**config.mk**
```make
export PLATFORM = sky130hd
export DESIGN_NAME = down_counter_borrow
export DESIGN_NICKNAME = d
export VERILOG_FILES = /design/src/rtl/down_counter_borrow.sv
export SDC_FILE = /design/constraint.sdc
export NUM_CORES = 1
export LEC_CHECK = 0
export CORE_AREA = 5 5 42 44
export CTS_CLUSTER_DIAMETER = 100
export DETAILED_ROUTE_END_ITERATION = 10
export DIE_AREA = 0 0 47 49
export GPL_ROUTABILITY_DRIVEN = 0
export RECOVER_POWER = 25
export SKIP_LAST_GASP = 1
export SYNTH_ARGS = -nofsm -noshare
export SYNTH_HDL_FRONTEND = slang
export SYNTH_SLANG_ARGS = --single-unit
```
**constraint.sdc**
```tcl
create_clock -name clk -period 3.4 [get_ports clk]
set_input_delay 0.68 -clock clk [delete_from_list [all_inputs] [get_ports clk]]
set_output_delay 0.68 -clock clk [all_outputs]
set_load 0.02 [all_outputs]
```
**src/rtl/down_counter_borrow.sv**
```systemverilog
// Loadable, cascadable down-counter with a one-cycle borrow pulse (bout) at terminal count.
// Latency: inputs sampled at a rising edge appear on the registered outputs right after that edge.
// Optional macro DOWN_COUNTER_AUTO_RELOAD_EN: reload from reload_reg on terminal and keep running; otherwise one-shot to DONE.
module down_counter_borrow #(
  parameter int WIDTH = 4
) (
  input  logic             clk,
  input  logic             rstn,
  input  logic             load,
  input  logic [WIDTH-1:0] load_val,
  input  logic             start,
  input  logic             stop,
  input  logic             cin,
  output logic [WIDTH-1:0] nums,
  output logic             bout,
  output logic             busy,
  output logic             done
);

  typedef enum logic [1:0] {
    IDLE = 2'd0,
    RUN  = 2'd1,
    DONE = 2'd2
  } state_t;

  state_t           state_q, state_d;
  logic [WIDTH-1:0] nums_q, nums_d;
  logic [WIDTH-1:0] reload_q, reload_d;
  logic             bout_q, bout_d;

  // State, count, reload value and borrow registers; async active-low clear.
  always_ff @(posedge clk or negedge rstn) begin
    if (!rstn) begin
      state_q  <= IDLE;
      nums_q   <= '0;
      reload_q <= '0;
      bout_q   <= 1'b0;
    end else begin
      state_q  <= state_d;
      nums_q   <= nums_d;
      reload_q <= reload_d;
      bout_q   <= bout_d;
    end
  end

  // Next-state and datapath: load beats stop beats start beats cin.
  always_comb begin
    state_d  = state_q;
    nums_d   = nums_q;
    reload_d = reload_q;
    bout_d   = 1'b0;
    if (load) begin
      nums_d   = load_val;
      reload_d = load_val;
      state_d  = IDLE;
    end else begin
      case (state_q)
        IDLE: begin
          // A zero preset has nothing to count, so it completes without a borrow.
          if (start) begin
            state_d = (nums_q != '0) ? RUN : DONE;
          end
        end
        RUN: begin
          // A cin arriving together with stop is dropped.
          if (stop) begin
            state_d = IDLE;
          end else if (cin) begin
            // Terminal is detected at 1 so the count never wraps below zero.
            if (nums_q == WIDTH'(1)) begin
              bout_d = 1'b1;
`ifdef DOWN_COUNTER_AUTO_RELOAD_EN
              nums_d = reload_q;
`else
              nums_d  = '0;
              state_d = DONE;
`endif
            end else begin
              nums_d = nums_q - WIDTH'(1);
            end
          end
        end
        DONE: begin
          // Parked at zero until the next load.
          state_d = DONE;
        end
        default: begin
          state_d = IDLE;
        end
      endcase
    end
  end

  assign nums = nums_q;
  assign bout = bout_q;
  assign busy = (state_q == RUN);
  assign done = (state_q == DONE);

endmodule

```
==> qor.csv <==
metric,value,unit
tns,0,ns
internal_power,169,µW
period_share,63.9,%
drtIter0Drc,2,
root_buffer,clkbuf_4,
cts_sinks,7,
outcome,completed,
htree_levels,1,
finalCriticalPeriod,2.17,ns
min_delay_path_depth,2,
core,1400,µm²
startpoint,state_q[0],
leakagePower,0.266,nW
end_kind,output pin,
synth.avg_cell_area,10.1,µm²
antenna_cells,0,
relSlewSlack,66.7,%
combPwrFrac,26.5,%
antenna_found_initial,0,
synth_nets,54,
maxCapViolCount,0,
synth_cells,42,
hpwl,788,µm
reg2reg_from,nums[1],
clk_pin_slew_worst_paths,0.05,ns
ant_nets,0,
drt_pass1_iterations,4,
layout_commonest_cell,clkdlybuf4s50_1,
die_x,47,µm
crit_fanout,5,
p_sw_share,28.4,%
routed_wl,979,µm
worstRegToRegCells,5,
netSwitchingPower,66.9,µW
p_seq_share,41.6,%
fin_area,631,µm²
die_h,49,µm
yosysUniqueCellTypes,23,
multi_input_area,234,µm²
worst_ep_required_time,2.72,ns
cts_post_setup_buffers_inserted,0,
ir_worst_vdd,204,µV
track_usage,10.5,%
layout_common_cells,"clkdlybuf4s50_1, dfrtp_1, inv_1, nor2_1",
grt_pass1_wl,1.70,mm
drive_above_1_share,9.68,%
yosysWarnings,0,
ys_seq_area_share,41.3,%
crit_type,flip-flop to output pin,
nets,75,
grt_max_degree,8,
ys_top_cells_by_area,"dfrtp_1, nand4bb_4, ha_1",
io-pin-count,17,
min_path_type,flip-flop to flip-flop,
rsz0062_at_grt,false,
worst_pin_slew,0.499,ns
final_hold_viol_count,0,
slew_viol_final,0,
vias_per_cell,4.81,
synthToLayoutAreaGrowth,48.7,%
die_area,2300,µm²
startpoint_type,flip-flop,
power_density,374,nW/µm²
final-seq-area,175,µm²
cts_buffer_depth,2,
synth_top_cell_area_share,41.3,%
skew,0.00369,ns
max_freq,460,MHz
netlist_area,424,µm²
wl_per_cell,12.6,µm
initial_core_util,30.3,%
dpl_cell_area,604,µm²
synth_top_area_cell,dfrtp_1,
report.final.setup_viol,0,
clk_latency,0.25,ns
drc,0,
min-delay-start,nums[3],
port_buffers,16,
vias,375,
first_global_vias,390,
nFillCells,158,
cts_resized,0,
cts_tree,done,
grt_overflow,0,
synth_seq_cells,7,
rows,14,
ctsHoldBuffers,0,
cp.arrival,1.49,ns
dp.cells,74,
cts_buffers,3,
p_clk_share,31.9,%
fin_cells,78,
-- sequential cells by signal, summed over array words and instances (netlist names) --
register	flops
bout	1
state_q	2
nums	4
-- power groups by stage --
stage                     Combinational [mW]  Clock (mW)  Sequential (mW)
after detailed placement              0.0630           0           0.0997
after CTS                             0.0635      0.0793           0.0984
final                                 0.0624      0.0752           0.0981
after floorplan                       0.0257           0            0.104
after global placement                0.0628           0           0.0999
after global routing                  0.0688      0.0873           0.0995
-- cell families (layout without fill, tap and decap cells) --
group,after synthesis,after routing,share of synthesized area (%)
muxes,2,2,5.01
and+or+nand+nor,17,17,27.1
adders and majority gates,2,2,5.90
DFF,7,7,41.3
buffers and inverters,4,24,3.54
AOI/OAI and AO/OA,10,10,17.1
-- final timing paths --
path,to,slack (ns)
worst max-delay path,busy,1.23
worst max register to register,nums[2],1.84
worst min register to register,nums[3],0.61
max in group asynchronous,bout,2.37
worst min-delay path,nums[3],0.61
min in group asynchronous,nums[2],0.77
-- final cells by class --
type	instances	area share, %
multi-input combinational	31	37.1
sequential	7	27.8
timing repair buffer	16	25.4
clock buffer	4	4.17
tap	16	3.17
inverter	4	2.38
-- per-stage QoR --
| stage | utilization [%] | setup slack, ns | power [mW] | hold WS (ns) |
|---|---|---|---|---|
| 2_1_floorplan | - | 1.79 | 0.130 | 0.384 |
| 3_3_place_gp | 43.1 | 1.28 | 0.163 | 0.607 |
| 3_5_place_dp | 43.1 | 1.24 | 0.163 | 0.620 |
| 4_1_cts | 45.0 | 1.21 | 0.241 | 0.627 |
| 5_1_grt | 45.0 | 1.14 | 0.256 | 0.659 |
| 6_report | 45.0 | 1.23 | 0.236 | 0.613 |
-- worst max-delay path, stage by stage (launching register included) --
cell             delay, ns
dfrtp_1               0.44
inv_1                 0.10
nor2_1                0.10
clkdlybuf4s50_1       0.61
-- synth_stat cells --
library cell  count
or4_1             1
a21boi_0          1
nor2b_1           1
nor2_1            4
mux2_2            1
ha_1              2
a31oi_1           1
or3_1             1
o211a_1           1
o22a_1            1
inv_1             4
o41ai_1           1
dfrtp_1           7
a31o_2            1
nand4bb_4         1
nand2_1           3
nand2b_1          1
o21ai_0           3
a211oi_1          1
nor4bb_1          1
nor3_1            2
mux2i_1           1
nor3b_1           2
-- metal layers --
metal	global-route usage [%]	share of wire, %	vias up
li1	-	-	194
met1	13.7	46	168
met2	13.6	44	11
met3	4.43	8.9	2
met4	6.91	0.61	0
met5	0	0	-
No activity file was read; power rests on OpenSTA's default activity.
